--- src/rtl/datapath_sched_pkg.sv ---
// Shared types, default widths and the round-robin pick helper for the scheduler.
package datapath_sched_pkg;

    localparam int unsigned IN_W    = 6;
    localparam int unsigned OUT_W   = 20;
    localparam int unsigned MAX_REQ = 8;
    localparam int unsigned IDX_W   = 3;
    localparam int unsigned CNT_W   = 3;

    typedef enum logic [1:0] {
        IDLE   = 2'd0,
        SETTLE = 2'd1,
        RESP   = 2'd2
    } state_t;

    typedef struct packed {
        logic             found;
        logic [IDX_W-1:0] idx;
    } pick_t;

    // First set bit of valid searching ptr, ptr+1, ... with wrap at num.
    function automatic pick_t rr_pick(input logic [MAX_REQ-1:0] valid,
                                      input logic [IDX_W-1:0]   ptr,
                                      input int unsigned        num);
        pick_t       p;
        int unsigned pos;
        p = '0;
        for (int unsigned k = 0; k < MAX_REQ; k++) begin
            pos = 32'(ptr) + k;
            if (pos >= num) pos = pos - num;
            if (!p.found && (k < num) && valid[IDX_W'(pos)]) begin
                p.found = 1'b1;
                p.idx   = IDX_W'(pos);
            end
        end
        return p;
    endfunction

endpackage

--- src/rtl/datapath_rr_scheduler_arb.sv ---
// Combinational round-robin arbiter: one-hot grant plus encoded winner index.
module rr_arbiter
    import datapath_sched_pkg::*;
#(
    parameter  int unsigned NUM_REQ = 4,
    localparam int unsigned ID_W    = $clog2(NUM_REQ)
) (
    input  logic [NUM_REQ-1:0] valid_i,
    input  logic [ID_W-1:0]    ptr_i,
    output logic [NUM_REQ-1:0] gnt_o,
    output logic [ID_W-1:0]    idx_o,
    output logic               any_o
);

    pick_t pick;

    // Search from the pointer and expand the winner into a one-hot grant.
    always_comb begin
        pick  = rr_pick(MAX_REQ'(valid_i), IDX_W'(ptr_i), NUM_REQ);
        any_o = pick.found;
        idx_o = ID_W'(pick.idx);
        gnt_o = pick.found ? (NUM_REQ'(1) << idx_o) : '0;
    end

endmodule

--- src/rtl/datapath_rr_scheduler.sv ---
// Shares one combinational datapath between NUM_REQ requesters in round-robin order.
module datapath_rr_scheduler #(
    parameter  int unsigned NUM_REQ = 4,
    parameter  int unsigned IN_W    = datapath_sched_pkg::IN_W,
    parameter  int unsigned OUT_W   = datapath_sched_pkg::OUT_W,
    parameter  int unsigned DP_LAT  = 1,
    localparam int unsigned ID_W    = $clog2(NUM_REQ)
) (
    input  logic                    clk,
    input  logic                    rst,
    input  logic [NUM_REQ-1:0]      req_valid,
    output logic [NUM_REQ-1:0]      req_ready,
    input  logic [NUM_REQ*IN_W-1:0] req_data,
    output logic [IN_W-1:0]         dp_in,
    input  logic [OUT_W-1:0]        dp_out,
    output logic                    rsp_valid,
    input  logic                    rsp_ready,
    output logic [OUT_W-1:0]        rsp_data,
    output logic [ID_W-1:0]         rsp_id,
    output logic                    busy
);

    import datapath_sched_pkg::*;

    state_t             state_q, state_d;
    logic [CNT_W-1:0]   cnt_q, cnt_d;
    logic [ID_W-1:0]    ptr_q, ptr_d;
    logic [ID_W-1:0]    id_q, id_d;
    logic [IN_W-1:0]    dp_in_q, dp_in_d;
    logic               rsp_valid_q, rsp_valid_d;
    logic [OUT_W-1:0]   rsp_data_q, rsp_data_d;
    logic [ID_W-1:0]    rsp_id_q, rsp_id_d;
    logic               busy_q;

    logic [NUM_REQ-1:0] arb_gnt;
    logic [ID_W-1:0]    arb_idx;
    logic               arb_any;

    rr_arbiter #(
        .NUM_REQ (NUM_REQ)
    ) u_arb (
        .valid_i (req_valid),
        .ptr_i   (ptr_q),
        .gnt_o   (arb_gnt),
        .idx_o   (arb_idx),
        .any_o   (arb_any)
    );

    // Next-state, grant and datapath-capture decisions.
    always_comb begin
        state_d     = state_q;
        cnt_d       = cnt_q;
        ptr_d       = ptr_q;
        id_d        = id_q;
        dp_in_d     = dp_in_q;
        rsp_valid_d = rsp_valid_q;
        rsp_data_d  = rsp_data_q;
        rsp_id_d    = rsp_id_q;
        req_ready   = '0;
        case (state_q)
            IDLE: begin
                if (!rst && arb_any) req_ready = arb_gnt;
                if (arb_any) begin
                    dp_in_d = req_data[32'(arb_idx)*IN_W +: IN_W];
                    id_d    = arb_idx;
                    ptr_d   = (32'(arb_idx) == NUM_REQ - 1) ? '0 : arb_idx + ID_W'(1);
                    cnt_d   = CNT_W'(DP_LAT);
                    state_d = SETTLE;
                end
            end
            SETTLE: begin
                cnt_d = cnt_q - CNT_W'(1);
                if (cnt_q == CNT_W'(1)) begin
                    rsp_data_d  = dp_out;
                    rsp_id_d    = id_q;
                    rsp_valid_d = 1'b1;
                    state_d     = RESP;
                end
            end
            RESP: begin
                if (rsp_ready) begin
                    rsp_valid_d = 1'b0;
                    state_d     = IDLE;
                end
            end
            default: state_d = IDLE;
        endcase
    end

    // State and datapath registers with synchronous reset.
    always_ff @(posedge clk) begin
        if (rst) begin
            state_q     <= IDLE;
            cnt_q       <= '0;
            ptr_q       <= '0;
            id_q        <= '0;
            dp_in_q     <= '0;
            rsp_valid_q <= 1'b0;
            rsp_data_q  <= '0;
            rsp_id_q    <= '0;
            busy_q      <= 1'b0;
        end else begin
            state_q     <= state_d;
            cnt_q       <= cnt_d;
            ptr_q       <= ptr_d;
            id_q        <= id_d;
            dp_in_q     <= dp_in_d;
            rsp_valid_q <= rsp_valid_d;
            rsp_data_q  <= rsp_data_d;
            rsp_id_q    <= rsp_id_d;
            busy_q      <= (state_d != IDLE);
        end
    end

    assign dp_in     = dp_in_q;
    assign rsp_valid = rsp_valid_q;
    assign rsp_data  = rsp_data_q;
    assign rsp_id    = rsp_id_q;
    assign busy      = busy_q;

endmodule

--- config.mk ---
export PLATFORM = sky130hd
export DESIGN_NAME = datapath_rr_scheduler
export DESIGN_NICKNAME = d
export VERILOG_FILES = /design/src/rtl/datapath_sched_pkg.sv /design/src/rtl/datapath_rr_scheduler_arb.sv /design/src/rtl/datapath_rr_scheduler.sv
export SDC_FILE = /design/constraint.sdc
export NUM_CORES = 1
export LEC_CHECK = 0
export ABC_AREA = 1
export BUFFER_PORTS_ARGS = -buffer_cell sky130_fd_sc_hd__clkbuf_2
export CORE_MARGIN = 2
export CORE_UTILIZATION = 45
export DETAILED_ROUTE_END_ITERATION = 10
export PLACE_DENSITY = 0.83
export SLEW_MARGIN = 20
export SYNTH_ARGS = -nofsm -noshare
export SYNTH_HDL_FRONTEND = slang
export SYNTH_HIERARCHICAL = 1
export SYNTH_SLANG_ARGS = --single-unit
--- constraint.sdc ---
create_clock -name clk -period 2.1 [get_ports clk]
set_input_delay 0.315 -clock clk [delete_from_list [all_inputs] [get_ports clk]]
set_output_delay 0.315 -clock clk [all_outputs]
set_load 0.02 [all_outputs]
Word level (Yosys, flattened, before mapping). Index checks and enable logic that the tools add are counted.

Add/sub/neg operators: 9. Multipliers: 1. Divide/modulo/power cells: 0. $lt $le $gt $ge: 8. Equal/unequal tests: 7. Shifts and indexed selects: 2. Multiplexer cells: 29. Bitwise operators: 0. Reduce and logical (&&, ||, !) cells: 16.

Operators by type and width (number): $ge 32x3->1 const B (3); $mux 4 (7); $shiftx 24x6->6 (1); $lt 3x4->1 const B (4); $mux 3 (5); $bmux 1 s3 (4); $sub 3x3->3 const B (3); $mux 2 (4); $add 2x2->3 const B (2); $mux 1 (6); $pmux 2 s3 (1); $pmux 3 s2 (1); $reduce_and 2->1 (3); $reduce_bool 2->1 (3); $eq 2x2->1 const B (2); $logic_and 1x1->1 (4); $logic_not 1->1 (4); $mul 2x2->4 const B (1); $ne 2x2->1 const B (2); $shl 1x2->4 const A (1); $add 2x1->3 const B (1); $eq 3x1->1 const B (1); $ge 2x3->1 const B (1); $reduce_and 3->1 (1); other kinds (7) (7).

Bits in registers: 39. Latch bits: 0. RAM bits: 0. Memory bits (read-only): 0. Input bits: 51. Logic and storage cells: 81. Memories kept: 0.

Logic depth before layout (Yosys ltp). Gate-level depths: netlist of run 1.

Word-level depth: 18. Gate-level depth with buffers: 17. Depth with buffers taken out: 15.

By module. The synthesis of run 1 kept the hierarchy.

By module, submodules not included: datapath_rr_scheduler (times used 1, cells an instance 247, area an instance 1705.4 um2, seq. area each 780.7 um2); rr_arbiter (times used 1, cells an instance 74, area an instance 392.9 um2, seq. area each 0.0 um2).

Worst setup path before layout of run 1. Ideal clock, no wire load.

Path type: reg-to-output. Start point: register ptr_q[0]. End point: output port req_ready[2]. Data arrival time: 1.718 ns. Path slack: 0.067 ns. Cell stages (with the launch flop): 13. Path buffers: 1. Path through: dfxtp_1 buf_6 inv_8 nand2_1 nand2_4 nand2_4 nand2_4 nor2_4 nand3_2 nand3_2 nand2_1 inv_1 nor3b_1.

RTL lines: start: declaration (RTL line datapath_rr_scheduler.sv:27) `logic [ID_W-1:0] ptr_q, ptr_d;`; start signal: assignment (RTL line datapath_rr_scheduler.sv:105) `ptr_q <= ptr_d;`; parallel branches: the longest is 13 deep, another holds $ge 32x3->1; $mux 4 * (RTL line datapath_sched_pkg.sv:31) `if (!p.found && (k < num) && valid[IDX_W'(pos)]) begin`; via arb_any (RTL line datapath_rr_scheduler.sv:37) `logic arb_any;`; $mux 4 * (RTL line datapath_rr_scheduler_arb.sv:22) `gnt_o = pick.found ? (NUM_REQ'(1) << idx_o) : '0;`; via arb_gnt[2] (RTL line datapath_rr_scheduler.sv:35) `logic [NUM_REQ-1:0] arb_gnt;`; $mux 4 * (RTL line datapath_rr_scheduler.sv:62) `if (!rst && arb_any) req_ready = arb_gnt;`; $mux 4 * (RTL line datapath_rr_scheduler.sv:60) `case (state_q)`; end: declaration (RTL line datapath_rr_scheduler.sv:12) `output logic [NUM_REQ-1:0] req_ready,`.

Mark *: on every way through the listed nets, which the timed path passes. The select of a mux whose other input is x is not followed.

Worst setup path after layout of run 1.
Start point: register ptr_q[0]. End point: output port req_ready[0].

Longest elaborated chain between the ends: 18.

RTL lines (RTL line): parallel branches: the longest is 13 deep, another holds $ge 32x3->1; $mux 4 * (datapath_sched_pkg.sv:31); $shl 1x2->4 (datapath_rr_scheduler_arb.sv:22); $mux 4 * (datapath_rr_scheduler_arb.sv:22); via arb_gnt[0] (datapath_rr_scheduler.sv:35); $mux 4 * (datapath_rr_scheduler.sv:62); $mux 4 * (datapath_rr_scheduler.sv:60).

Marked as above.

==> flow_metrics.tcl, run 1 <==
set metrics [dict create \
    tightest_slew_ns 0.524 \
    routedWlPerCell_microns 11.3 \
    path_buf_inv 3 \
    yosys-mux-area-fraction_pct 0 \
    p_seq_share_pct 24.8 \
    die_y_microns 72.3 \
    fill_cells 391 \
    ys_seq_area_share_pct 37.2 \
    rsz0062_at_grt "yes" \
    antenna_cells 0 \
    cts_buffers 5 \
    hold_violations 0 \
    synth_xor_area_share_pct 0 \
    p_sw_mw 2.04 \
    firstDrtPassIters 4 \
    drt-total-wl_mm 5.29 \
    synthAdderAreaFrac_pct 1.79 \
    crit_path_end_kind "output port" \
    start_util_pct 47.5 \
    fin_hold_ws_ns 0.261 \
    port_buffers 84 \
    syn-cell-area_sq_um 2100 \
    fin_area_sq_um 2920 \
    grt_pass1_wl_mm 8.25 \
    drc 0 \
    gr-total-overflow 0 \
    synth_top_family_by_area "simple AND/OR/NAND/NOR gates" \
    r2r-start "ptr_q[0]" \
    p_clk_share_pct 14.4 \
    violations "negative setup slack" \
    clock_sinks 39 \
    vias_per_cell 4.79 \
    worstPathCellList "buf_12, inv_12, nand2_2, nand2_4, nand2_2, nand2_2, nand2_2, nand2_1, nand2_2, nand2_1, nand2_1, nor2_1, nor3b_2, buf_4" \
    status "complete, but fails checks" \
    place_congestion 0.921 \
    report.final.slew_viol_count 0 \
    chipWidth_microns 72.3 \
    r2r_cells 18 \
    p_int_mw 2.31 \
    setup-violations-final 9 \
    final.min_clock_period_ns 2.30 \
    critical_path.top_delay_family "simple AND/OR/NAND/NOR gates" \
    antenna_found_initial 0 \
    crit_type "reg2out" \
    switching_share_pct 46.9 \
    holdCritPathClass "in2reg" \
    hpwlAfterDp_mm 3.66 \
    core_area_sq_um 4410 \
    ant_nets 0 \
    boundaryPins 85 \
    cts_htree_levels 2 \
    num_vias 2234 \
    rrSetupSlack_ns -0.03 \
    avgSynthCellArea_sq_um 6.54 \
    crit_required_ns 1.78 \
    synth_edf_count 0 \
    max_clock_freq_mhz 436 \
    cellLeakagePower_nw 1.48 \
    synth_warnings 6 \
    clk_pin_slew_worst_paths_ns 0.08 \
    synthArstFlopShare_pct 0 \
    drt-initial-drc-count 59 \
    cts_buffer_depth 2 \
    area_growth_pct 39.1 \
    holdPathStages 3 \
    grt.total_usage_pct 19.8 \
    p_comb_share_pct 60.8 \
    syn_nets 375 \
    max_cap_violations 0 \
    finalWorstSetupSlack_ns -0.196 \
    cpPeakStageDelay_ns 0.33 \
    synthSimpleGateAreaFrac_pct 42.6 \
    cts_hold_buffers 0 \
    finalClockSkew_ns 0.00315 \
    crit_arrival_ns 1.98 \
    syn-instance-count 321 \
    total_power_mw 4.35 \
    cts-root-buf "clkbuf_8" \
    row_count 24 \
    fin_crit_sh_pct 109 \
    clkLatencyLatePin_ns 0.29 \
    r2r_end "dp_in[2]" \
    layout-drive-gt1-share_pct 38.4 \
    synth_ff_type "dfxtp_1" \
    cpMostUsedCell "nand2_2" \
    place_inst 450 \
    slew_headroom_pct 65.0 \
    cp-start-kind "register" \
    hold_path_end "rsp_data[0]" \
    nets 467 \
    die-area_sq_um 5230 \
    cts_tree "yes" \
    critical-path-slowest-cell "dfxtp_2" \
    grt_pass1_vias 1987 \
    path_max_fanout 10 \
    grt_max_degree 33 \
    synth.distinct_cells 24 \
    placed_area_sq_um 2560 \
    finalNonFillerCells 466 \
    synth-compound-area-share_pct 9.30 \
    ys_seq_elements 39 \
    min-delay-start "dp_out[0]" \
    peakVddDrop_v 0.000667 \
    powerDensity_nw_per_um2 1490 \
]
## metal layers
metal | share of wire (%) | GRT usage, % | up-vias
li1 | - | - | 1194
met1 | 42 | 22.4 | 952
met2 | 48 | 35.3 | 79
met3 | 7.9 | 4.58 | 9
met4 | 1.9 | 9.01 | 0
met5 | 0 | 0 | -
## kinds of logic (layout without fill, tap and decap cells)
family,count (synthesis),in the layout
flip-flops,39,39
adder cells (fa/ha/maj),3,3
buffers and inverters,42,135
AO/OA/AOI/OAI,39,39
AND/OR/NAND/NOR,198,198
## how the worst max path moves through the flow
stage | endpoint | cells after the start | from | slack [ns]
floorplan | req_ready[2] | 12 | ptr_q[0] | 0.07
global placement | ptr_q[1] | 12 | ptr_q[0] | 0.14
detailed placement | ptr_q[1] | 14 | ptr_q[0] | 0.09
CTS | req_ready[2] | 13 | ptr_q[0] | -0.11
global route | req_ready[3] | 12 | ptr_q[0] | -0.26
finish | req_ready[0] | 14 | ptr_q[0] | -0.20
## stage by stage
step,setup WS [ns],TNS (ns),utilization [%]
2_1_floorplan,0.0672,0,-
3_3_place_gp,0.136,0,58.1
3_5_place_dp,0.0851,0,58.1
4_1_cts,-0.113,-0.393,63.5
5_1_grt,-0.264,-1.96,66.1
6_report,-0.196,-0.656,66.1
## synth_stat cells (3+ instances only)
| master | number | area share, % |
|---|---|---|
| inv_2 | 4 | 0.72 |
| nand2_4 | 4 | 2.1 |
| nand3_1 | 22 | 5.2 |
| nand3_2 | 5 | 2.4 |
| dfxtp_1 | 39 | 37 |
| ha_1 | 3 | 1.8 |
| nor2_1 | 63 | 11 |
| nand2_1 | 85 | 15 |
| nor2_2 | 3 | 0.89 |
| nor3b_1 | 4 | 1.4 |
| o21ai_0 | 8 | 1.9 |
| o21ai_1 | 20 | 4.8 |
| inv_1 | 25 | 4.5 |
| a21oi_1 | 11 | 2.6 |
| nand2_2 | 8 | 2.4 |
| buf_2 | 7 | 1.7 |
## tightest hold or removal path, delay by kind of cell
| family | cells | cell delay (ns) |
|---|---|---|
| buf+inv | 1 | 0.08 |
| compound gates | 1 | 0.06 |
| simple gates | 1 | 0.07 |
## flip-flops by register name, summed over array words and instances, names as in the netlist
register   cells
rsp_data      20
rsp_id         2
rsp_valid      1
state_q        2
dp_in          6
ptr_q          2
cnt_q          3
busy           1
id_q           2
## power groups by stage
stage	clock [mW]	combinational [mW]	sequential (mW)
2_1_floorplan	0	1.44	1.26
3_3_place_gp	0	2.10	1.08
3_5_place_dp	0	2.15	1.08
4_1_cts	0.640	2.33	1.08
5_1_grt	0.678	2.93	1.11
6_report	0.624	2.64	1.08
## cells in the final DEF, fill, tap and decap left out, drive strengths merged, types with 2 or more instances in the layout
cell type and count:
nand2 97, clkbuf 85, nor2 68, dfxtp 39
o21ai 28, inv 27, nand3 27, buf 16
a21oi 11, clkinvlp 4, nor3b 4, ha 3
clkinv 2
## final cells by class
cell class	count	area, sq um	area share, %
Multi-Input combinational cell	240	1260	43.3
Sequential cell	39	786	26.9
Timing Repair Buffer	96	544	18.6
Inverter	30	139	4.76
Clock buffer	5	68.8	2.36
Tap cell	52	65.1	2.23
Clock inverter	3	43.8	1.50
Timing Repair inverter	1	7.51	0.257
## repair_timing
item | 4_1_cts | 5_1_grt
setup buffers | 4 | 3
cloned | 0 | 1
hold endpoints to repair | 0 | 0
pin swaps | 8 | 4
resized for setup | 25 | 26
setup endpoints to repair | 4 | 12
Note: power is estimated with default switching activity, not from simulation.
==> run 2: changes to the inputs <==
Settings changed: CORE_ASPECT_RATIO set to 1.1, RECOVER_POWER set to 50.
==> flow_metrics.tcl, run 2 (synthesis results as in run 1) <==
set metrics [dict create \
    die-area_sq_um 5230 \
    nets 471 \
    r2r_cells 17 \
    port_buffers 84 \
    path_max_fanout 7 \
    cts_tree "yes" \
    hold_violations 0 \
    area_growth_pct 42.7 \
    final_common_cell "nand2_1" \
    antenna_found_initial 0 \
    cts_hold_buffers 0 \
    largest_reg_flops 20 \
    layout-drive-gt1-share_pct 33.5 \
    boundaryPins 85 \
    ant_nets 0 \
    drt-initial-drc-count 92 \
    tightest_slew_ns 0.765 \
    critical_path.top_delay_family "simple AND/OR/NAND/NOR gates" \
    critical-path-slowest-cell "dfxtp_4" \
    rsz0062_at_grt "yes" \
    max_cap_violations 0 \
    powerDensity_nw_per_um2 1510 \
    setup-violations-final 11 \
    routedWlPerCell_microns 11.9 \
    chipWidth_microns 69.1 \
    holdPathStages 3 \
    report.final.slew_viol_count 0 \
    violations "negative setup slack" \
    cellLeakagePower_nw 1.43 \
    grt_max_degree 33 \
    status "complete, but fails checks" \
    crit_arrival_ns 1.94 \
    path_buf_inv 3 \
    drt-total-wl_mm 5.62 \
    cts_buffer_depth 2 \
    final.min_clock_period_ns 2.26 \
    cts_buffers 5 \
    crit_cells 14 \
    crit_path_end_kind "output port" \
    firstDrtPassIters 4 \
    finalNonFillerCells 474 \
    row_count 26 \
    drc 0 \
    crit_required_ns 1.78 \
    cpMostUsedCell "nand2_2" \
    fin_hold_ws_ns 0.255 \
    start_util_pct 46.1 \
    antenna_cells 0 \
    fin_crit_sh_pct 108 \
    max_clock_freq_mhz 443 \
    grt.total_usage_pct 19.9 \
    vias_per_cell 4.92 \
    num_vias 2334 \
    clkLatencyLatePin_ns 0.29 \
    die_y_microns 75.6 \
    grt_pass1_wl_mm 8.51 \
    cp-start-kind "register" \
    worstPathCellList "buf_12, inv_8, nand2_4, nand2_4, nand2_2, nand2_2, nand2_2, nand2_2, nand2_2, nand2_1, nand2_1, nor2_1, nor3b_2, buf_4" \
    gr-total-overflow 0 \
    crit_type "reg2out" \
    slew_headroom_pct 48.9 \
    cts-root-buf "clkbuf_8" \
    hpwlAfterDp_mm 3.75 \
    cpPeakStageDelay_ns 0.37 \
    clk_pin_slew_worst_paths_ns 0.08 \
    core_area_sq_um 4550 \
    grt_pass1_vias 1992 \
    holdCritPathClass "in2reg" \
    layout_common_cells "nand2_1, nor2_1, clkbuf_2" \
    clock_sinks 39 \
    cts_htree_levels 2 \
    fin_setup_tns_ns -0.762 \
    place_inst 454 \
    finalClockSkew_ns 0.00643 \
    finalWorstSetupSlack_ns -0.159 \
    place_congestion 0.906 \
    peakVddDrop_v 0.000989 \
]
[run 2: changes by cell type in the layout (fill, tap and decap cells not counted), moves of 3 or more]
cell,before,now
nor2_2,2,5
nand3_2,2,5
clkbuf_2,80,50
nand2_4,5,10
nand2_1,76,67
buf_4,12,15
clkbuf_1,0,31
nand2_2,16,19
[run 2: area by class of cell]
| class | instances | area, sq um |
|---|---|---|
| Fill cell | 409 | 1560 |
| Multi-Input combinational cell | 240 | 1310 |
| Sequential cell | 39 | 788 |
| Timing Repair Buffer | 99 | 543 |
| Inverter | 30 | 135 |
| Clock buffer | 6 | 72.6 |
| Tap cell | 56 | 70.1 |
| Clock inverter | 2 | 60.1 |
| Timing Repair inverter | 2 | 18.8 |
[run 2: tightest hold or removal path: cells and delay by family]
| kind | cells | cell delay, ns |
|---|---|---|
| buffers and inverters | 1 | 0.07 |
| AOI/OAI and AO/OA | 1 | 0.06 |
| and+or+nand+nor | 1 | 0.07 |
[run 2: layer usage]
metal	up-vias	wire, microns	GRT usage [%]
li1	1204	-	-
met1	1023	2440	22.7
met2	95	2630	36.5
met3	12	421	5.29
met4	0	121	7.19
met5	-	0	0
[run 2: power by group]
| part | internal, mW | total (mW) | switching, mW |
|---|---|---|---|
| logic | 1.02 | 2.70 | 1.68 |
| registers | 0.955 | 1.09 | 0.138 |
| clock network | 0.475 | 0.735 | 0.261 |
| total | 2.45 | 4.53 | 2.08 |
[run 2: what timing repair did]
item                                    in CTS  in global routing
gates resized for setup                     22                 41
endpoints found under the setup margin       4                 11
cloned                                       0                  3
endpoints found under the hold margin        0                  0
pin swaps                                    3                  7
setup buffers                                4                  5
[run 2: path summary, 6_finish.rpt]
kind	start	endpoint	slack, ns
max	ptr_q[0]	req_ready[0]	-0.16
min	dp_out[1]	rsp_data[1]	0.26
max reg2reg	ptr_q[0]	dp_in[0]	-0.04
min reg2reg	rsp_valid	rsp_valid	0.46
[run 2: stage by stage]
step / utilization (%) / worst slack (ns) / power (mW) / instance area [sq um]
CTS: 61.6 / -0.113 / 4.13 / 2810
global route: 65.7 / -0.277 / 4.88 / 2990
global placement: 56.4 / 0.170 / 3.18 / 2570
floorplan: - / 0.0672 / 2.70 / 2100
detailed placement: 56.4 / 0.0841 / 3.24 / 2570
finish: 65.7 / -0.159 / 4.53 / 2990
